### src/rtl/router_port_tx_pkg.sv
// Shared types and constants for the router port transmitter and its bench.
package router_pkg;

  localparam int ADDR_BITS          = 4;
  localparam int DEFAULT_PAD_CYCLES = 5;

  typedef enum logic [2:0] {
    TX_IDLE,
    TX_ADDR,
    TX_PAD,
    TX_DATA,
    TX_GAP,
    TX_EOP
  } tx_state_e;

  typedef struct {
    logic [ADDR_BITS-1:0] addr;
    logic [7:0]           bytes[];
  } router_pkt_t;

endpackage

### src/rtl/router_port_tx_if.sv
// Upstream valid/ready byte stream feeding one router port transmitter.
interface router_port_tx_if;
  import router_pkg::*;

  logic                 s_valid;
  logic                 s_ready;
  logic [ADDR_BITS-1:0] s_addr;
  logic [7:0]           s_data;
  logic                 s_last;

  modport master (output s_valid, output s_addr, output s_data, output s_last, input s_ready);
  modport slave  (input s_valid, input s_addr, input s_data, input s_last, output s_ready);

endinterface

### src/rtl/router_port_tx_shift.sv
// 8-bit LSB-first load/shift register with bit index and last-bit flag.
module router_tx_shift (
  input  logic       clock,
  input  logic       reset_n,
  input  logic       load_i,
  input  logic [7:0] data_i,
  input  logic       shift_i,
  output logic       bit_o,
  output logic       at_last_bit_o
);

  logic [7:0] shift_q;
  logic [2:0] idx_q;

  always_ff @(posedge clock or negedge reset_n) begin
    if (!reset_n) begin
      shift_q <= '0;
      idx_q   <= '0;
    end else if (load_i) begin
      shift_q <= data_i;
      idx_q   <= '0;
    end else if (shift_i) begin
      shift_q <= {1'b0, shift_q[7:1]};
      idx_q   <= idx_q + 3'd1;
    end
  end

  assign bit_o         = shift_q[0];
  assign at_last_bit_o = (idx_q == 3'd7);

endmodule

### src/rtl/router_port_tx.sv
// Serializes a valid/ready byte stream onto one router port (din/frame_n/valid_n).
// Define ROUTER_TX_STATS_EN to add pkt_cnt/byte_cnt statistics outputs.
module router_port_tx
  import router_pkg::*;
#(
  parameter int PAD_CYCLES = DEFAULT_PAD_CYCLES
) (
  input  logic             clock,
  input  logic             reset_n,
  router_port_tx_if.slave  up,
  output logic             din,
  output logic             frame_n,
  output logic             valid_n,
  output logic             tx_busy
`ifdef ROUTER_TX_STATS_EN
  ,
  output logic [15:0]      pkt_cnt,
  output logic [31:0]      byte_cnt
`endif
);

  localparam int CNT_MAX = (PAD_CYCLES > ADDR_BITS) ? PAD_CYCLES : ADDR_BITS;
  localparam int CNT_W   = $clog2(CNT_MAX);

  tx_state_e            state_q, state_d;
  logic [CNT_W-1:0]     cnt_q, cnt_d;
  logic [ADDR_BITS-1:0] addr_q, addr_d;
  logic                 curLast_q, curLast_d;
  logic                 holdFull_q, holdFull_d;
  logic [7:0]           holdData_q, holdData_d;
  logic                 holdLast_q, holdLast_d;
  logic [ADDR_BITS-1:0] holdAddr_q, holdAddr_d;
  logic                 startNext_q, startNext_d;
  logic                 din_q, din_d;
  logic                 frameN_q, frameN_d;
  logic                 validN_q, validN_d;

  logic accept;
  logic load;
  logic shiftEn;
  logic shiftBit;
  logic atLastBit;

  // The address travels with the first byte so a queued next packet cannot disturb the one in flight.
  assign accept      = up.s_valid && !holdFull_q;
  assign holdFull_d  = accept || (holdFull_q && !load);
  assign holdData_d  = accept ? up.s_data : holdData_q;
  assign holdLast_d  = accept ? up.s_last : holdLast_q;
  assign holdAddr_d  = (accept && startNext_q) ? up.s_addr : holdAddr_q;
  assign startNext_d = accept ? up.s_last : startNext_q;

  router_tx_shift u_shift (
    .clock         (clock),
    .reset_n       (reset_n),
    .load_i        (load),
    .data_i        (holdData_q),
    .shift_i       (shiftEn),
    .bit_o         (shiftBit),
    .at_last_bit_o (atLastBit)
  );

  always_comb begin
    state_d   = state_q;
    cnt_d     = cnt_q;
    addr_d    = addr_q;
    curLast_d = curLast_q;
    load      = 1'b0;
    shiftEn   = 1'b0;
    din_d     = 1'b0;
    frameN_d  = 1'b1;
    validN_d  = 1'b1;
    case (state_q)
      TX_IDLE: begin
        if (holdFull_q) begin
          load    = 1'b1;
          addr_d  = holdAddr_q;
          cnt_d   = '0;
          state_d = TX_ADDR;
        end
      end
      TX_ADDR: begin
        din_d    = addr_q[cnt_q[1:0]];
        frameN_d = 1'b0;
        validN_d = 1'b0;
        if (cnt_q == CNT_W'(ADDR_BITS - 1)) begin
          cnt_d   = '0;
          state_d = TX_PAD;
        end else begin
          cnt_d = cnt_q + CNT_W'(1);
        end
      end
      TX_PAD: begin
        din_d    = 1'b1;
        frameN_d = 1'b0;
        if (cnt_q == CNT_W'(PAD_CYCLES - 1)) begin
          cnt_d   = '0;
          state_d = TX_DATA;
        end else begin
          cnt_d = cnt_q + CNT_W'(1);
        end
      end
      TX_DATA: begin
        din_d    = shiftBit;
        frameN_d = curLast_q && atLastBit;
        validN_d = 1'b0;
        if (!atLastBit) begin
          shiftEn = 1'b1;
        end else if (curLast_q) begin
          state_d = TX_EOP;
        end else if (holdFull_q) begin
          load = 1'b1;
        end else begin
          state_d = TX_GAP;
        end
      end
      TX_GAP: begin
        din_d    = 1'b1;
        frameN_d = 1'b0;
        if (holdFull_q) begin
          load    = 1'b1;
          state_d = TX_DATA;
        end
      end
      TX_EOP: begin
        state_d = TX_IDLE;
      end
      default: state_d = TX_IDLE;
    endcase
    if (load) begin
      curLast_d = holdLast_q;
    end
  end

  always_ff @(posedge clock or negedge reset_n) begin
    if (!reset_n) begin
      state_q     <= TX_IDLE;
      cnt_q       <= '0;
      addr_q      <= '0;
      curLast_q   <= 1'b0;
      holdFull_q  <= 1'b0;
      holdData_q  <= '0;
      holdLast_q  <= 1'b0;
      holdAddr_q  <= '0;
      startNext_q <= 1'b1;
      din_q       <= 1'b0;
      frameN_q    <= 1'b1;
      validN_q    <= 1'b1;
    end else begin
      state_q     <= state_d;
      cnt_q       <= cnt_d;
      addr_q      <= addr_d;
      curLast_q   <= curLast_d;
      holdFull_q  <= holdFull_d;
      holdData_q  <= holdData_d;
      holdLast_q  <= holdLast_d;
      holdAddr_q  <= holdAddr_d;
      startNext_q <= startNext_d;
      din_q       <= din_d;
      frameN_q    <= frameN_d;
      validN_q    <= validN_d;
    end
  end

  assign up.s_ready = !holdFull_q;
  assign tx_busy    = (state_q != TX_IDLE) || holdFull_q;
  assign din        = din_q;
  assign frame_n    = frameN_q;
  assign valid_n    = validN_q;

`ifdef ROUTER_TX_STATS_EN
  logic [15:0] pktCnt_q;
  logic [31:0] byteCnt_q;

  always_ff @(posedge clock or negedge reset_n) begin
    if (!reset_n) begin
      pktCnt_q  <= '0;
      byteCnt_q <= '0;
    end else begin
      if (state_q == TX_EOP) pktCnt_q <= pktCnt_q + 16'd1;
      if (load) byteCnt_q <= byteCnt_q + 32'd1;
    end
  end

  assign pkt_cnt  = pktCnt_q;
  assign byte_cnt = byteCnt_q;
`endif

endmodule

### src/flat_wrapper.sv
// flat-port wrapper written by rule: the top's interface ports become plain ports
module router_port_tx_flat import router_pkg::*;
#(
  parameter int PAD_CYCLES = DEFAULT_PAD_CYCLES
)
  (clock, reset_n, din, frame_n, valid_n, tx_busy, up_s_valid, up_s_addr, up_s_data, up_s_last, up_s_ready);
  router_port_tx_if up_i ();
  input  logic clock;
  input  logic reset_n;
  output logic din;
  output logic frame_n;
  output logic valid_n;
  output logic tx_busy;
  input wire logic [$bits(up_i.s_valid)-1:0] up_s_valid;
  input wire logic [$bits(up_i.s_addr)-1:0] up_s_addr;
  input wire logic [$bits(up_i.s_data)-1:0] up_s_data;
  input wire logic [$bits(up_i.s_last)-1:0] up_s_last;
  output wire logic [$bits(up_i.s_ready)-1:0] up_s_ready;
  assign up_i.s_valid = up_s_valid;
  assign up_i.s_addr = up_s_addr;
  assign up_i.s_data = up_s_data;
  assign up_i.s_last = up_s_last;
  assign up_s_ready = up_i.s_ready;
  router_port_tx #(.PAD_CYCLES(PAD_CYCLES)) u_core (.clock(clock), .reset_n(reset_n), .up(up_i), .din(din), .frame_n(frame_n), .valid_n(valid_n), .tx_busy(tx_busy));
endmodule
### config.mk
export PLATFORM = sky130hd
export DESIGN_NAME = router_port_tx_flat
export DESIGN_NICKNAME = d
export VERILOG_FILES = /design/src/rtl/router_port_tx_pkg.sv /design/src/rtl/router_port_tx_if.sv /design/src/rtl/router_port_tx_shift.sv /design/src/rtl/router_port_tx.sv /design/src/flat_wrapper.sv
export SDC_FILE = /design/constraint.sdc
export NUM_CORES = 1
export LEC_CHECK = 0
export BUFFER_PORTS_ARGS = -buffer_cell sky130_fd_sc_hd__buf_2
export CAP_MARGIN = 20
export CORE_UTILIZATION = 57
export DETAILED_ROUTE_END_ITERATION = 16
export GPL_ROUTABILITY_DRIVEN = 1
export PLACE_DENSITY = 0.82
export SYNTH_ARGS = -nofsm -noshare
export SYNTH_HDL_FRONTEND = slang
export SYNTH_HIERARCHICAL = 1
export SYNTH_SLANG_ARGS = --single-unit
### constraint.sdc
create_clock -name clock -period 4.6 [get_ports clock]
set_clock_uncertainty 0.1 [all_clocks]
set_input_delay 0.92 -clock clock [delete_from_list [all_inputs] [get_ports clock]]
set_output_delay 0.92 -clock clock [all_outputs]
set_load 0.05 [all_outputs]
==> results.cfg <==
[status]
status = completed

[final_layout]
multi_input_area_um2 = 858
num-fill-cells = 254
regArea_mm2 = 0.00100
stdcell_area_mm2 = 0.00214
area_delta_synth_final_pct = 9.76
nNetsFinal = 226
mostFrequentLayoutCells = nand2_1 (47), dfrtp_1 (37), buf_2 (20), mux2i_1 (9)
layout_commonest_cell = nand2_1
layout-drive-gt1-share = 0.229
diodes = 0

[timing]
timing.fmax_ghz = 0.369
max_slew_margin = 0.346
drv_slew = 0
fin_crit_sh = 0.589
finalSetupTns_ns = 0
finalSetupViolations = 0
fin_crit_ns = 2.71
grt_setup_unrepaired = false
hold_viol_final = 0
worst_slew_pin_slew_ns = 0.977

[grt]
grt_pass1_wl_um = 5990
grt_pass1_vias = 1331
antenna_found_initial = 0
grt_overflow = 0
grtUsageTotal = 0.229
grt_max_degree = 41

[drt]
routed_wl_um = 3450
dr_total_vias = 1358
dr.first_iter.drc_count = 55
drtAntennaViolNets = 0
routed_via_density = 5.45
wl_per_cell_um = 13.9
drc_errors = 0
dr.pass1.iters = 4

[clocking]
clk_latency_ns = 0.35
cts-buffers-inserted = 5
root_buffer = clkbuf_4
tritoncts = built
htreeDepth = 2
clk_pin_slew_ns = 0.12
cts_sinks = 40
ctsHoldBuffers = 0
cts_resized = 0
clockBufferDepth = 2
post_cts_buffers = 0

[floorplanning]
io_pins = 21
initial_core_util = 0.618
rows = 20
dieArea_mm2 = 0.00366
core_area_mm2 = 0.00315
die_h_um = 60.5
chipWidth_um = 60.5

[pwr]
p_per_area_mw_per_mm2 = 724
power_mw = 1.55
swShare = 0.390
p_comb_frac = 0.402
p_clk_frac = 0.166
power.leakage_nw = 1.05
p_switching_mw = 0.605
pwr-share-seq = 0.432
vdd_drop_max_uv = 371
intPower_mw = 0.945

[placement]
placedInstanceArea_mm2 = 0.00204
globalplace.congestion = 0.863
dp_hpwl_um = 2460
portBuffers = 20

[logic_synthesis]
synth_cell_type_count = 40
synth_nets = 210
synth_ff_type = dfrtp_1
synth_edf_count = 0
synth_area_mm2 = 0.00195
synthCells = 188
ys_seq_elements = 40
yosysSeqAreaShare = 0.515
ys_warn_count = 6
async_flop_share = 1.00
syn_avg_cell_area_um2 = 10.4

[critical_path]
crit_path_top_delay_cell = dfrtp_1
path_delay_family = flip-flops
critPathLaunchType = register
path_buf_inv = 1
worst_setup_path_end_kind = output pin
path_cells = nor3_1 -> nand2b_1 -> buf_2
slowest_delay_ns = 0.64
path_depth = 3
arrival_ns = 1.69
critPathKind = register to output pin
r2r_cells = 4
path_max_fanout = 22
required_ns = 3.58

[flow_run]
maxCapViolations = 0

[hold_path]
hold_class = register to register
whs_path_depth = 2
==> power groups by stage <==
stage	logic, mW	registers (mW)	clock network (mW)
detailed placement	0.623	0.677	0
global route	0.699	0.692	0.281
finish	0.623	0.670	0.257
floorplan	0.536	0.642	0
global placement	0.588	0.657	0
CTS	0.627	0.669	0.263
==> synth_stat cells, types with 2 or more instances <==
library cell | count | area share
a21o_1 | 2 | 0.0077
a21oi_1 | 6 | 0.015
a22oi_1 | 3 | 0.012
buf_2 | 4 | 0.010
buf_4 | 3 | 0.012
clkbuf_1 | 3 | 0.0058
dfrtp_1 | 37 | 0.47
dfstp_2 | 3 | 0.040
ha_1 | 6 | 0.039
inv_1 | 6 | 0.012
mux2_2 | 4 | 0.023
mux2_4 | 4 | 0.031
mux2i_1 | 9 | 0.046
nand2_1 | 47 | 0.091
nand2b_1 | 4 | 0.013
nor2_1 | 7 | 0.013
nor3_1 | 2 | 0.0051
nor3b_1 | 2 | 0.0077
o21ai_0 | 5 | 0.013
o21ai_1 | 7 | 0.018
o22ai_1 | 3 | 0.0096
o31ai_1 | 2 | 0.0077
xnor2_1 | 2 | 0.0090
==> cell type report <==
cell class | instances | share of cell area
multi-input cells | 130 | 0.401
flip-flops and latches | 40 | 0.470
repair buffers | 20 | 0.0468
inverters | 7 | 0.0123
well taps | 44 | 0.0257
clock buffers | 7 | 0.0304
clock inverters | 1 | 0.0140
==> tightest hold or removal path, stage by stage, from the launching register on <==
cell	delay (ns)
dfstp_2	0.39
nand2_1	0.05
nand2_1	0.05
==> logic make-up (layout without fill, tap and decap cells) <==
logic type | after synthesis | count (layout) | synth area share
AO/OA/AOI/OAI | 34 | 34 | 0.109
flip-flops | 40 | 40 | 0.515
AND/OR/NAND/NOR | 70 | 70 | 0.169
XOR/XNOR | 2 | 2 | 0.00899
multiplexers | 18 | 18 | 0.112
adder cells (fa/ha/maj) | 6 | 6 | 0.0385
buffers and inverters | 18 | 35 | 0.0469
==> through the flow <==
| stage | hold slack [ns] | instances | util | setup WS [ns] |
|---|---|---|---|---|
| CTS | 0.394 | 249 | 0.679 | 1.88 |
| finish | 0.391 | 249 | 0.679 | 1.89 |
| global placement | 0.347 | 241 | 0.648 | 2.29 |
| detailed placement | 0.365 | 241 | 0.648 | 2.15 |
| global route | 0.422 | 249 | 0.679 | 1.72 |
| floorplan | 0.339 | 188 | - | 2.30 |
==> layer usage <==
layer | global-route usage | vias to the layer above | share of wire
met1 | 0.283 | 645 | 0.45
met3 | 0.0640 | 7 | 0.040
met2 | 0.375 | 39 | 0.49
met4 | 0.107 | 0 | 0.021
met5 | 0 | - | 0
li1 | - | 667 | -
==> worst paths after layout <==
check / start / endpoint / slack [ns]
min in group asynchronous: reset_n / u_core/state_q[2] / 0.55
setup / recovery: u_core/state_q[1] / tx_busy / 1.89
hold reg to reg: u_core/startNext_q / u_core/startNext_q / 0.39
setup reg to reg: u_core/state_q[1] / u_core/u_shift/shift_q[5] / 2.12
max in group asynchronous: reset_n / u_core/u_shift/shift_q[5] / 3.32
hold / removal: u_core/startNext_q / u_core/startNext_q / 0.39
==> state kept, by name (all words and copies together) (netlist names) <==
| register | count |
|---|---|
| u_core/u_shift/shift_q | 8 |
| u_core/holdData_q | 8 |
| u_core/state_q | 3 |
| u_core/cnt_q | 3 |
| u_core/startNext_q | 1 |
| u_core/valid_n | 1 |
| u_core/frame_n | 1 |
| u_core/addr_q | 4 |
| u_core/holdLast_q | 1 |
| u_core/curLast_q | 1 |
| u_core/u_shift/idx_q | 3 |
| u_core/holdFull_q | 1 |
| u_core/din | 1 |
| u_core/holdAddr_q | 4 |
Note: power is estimated with default switching activity, not from simulation.
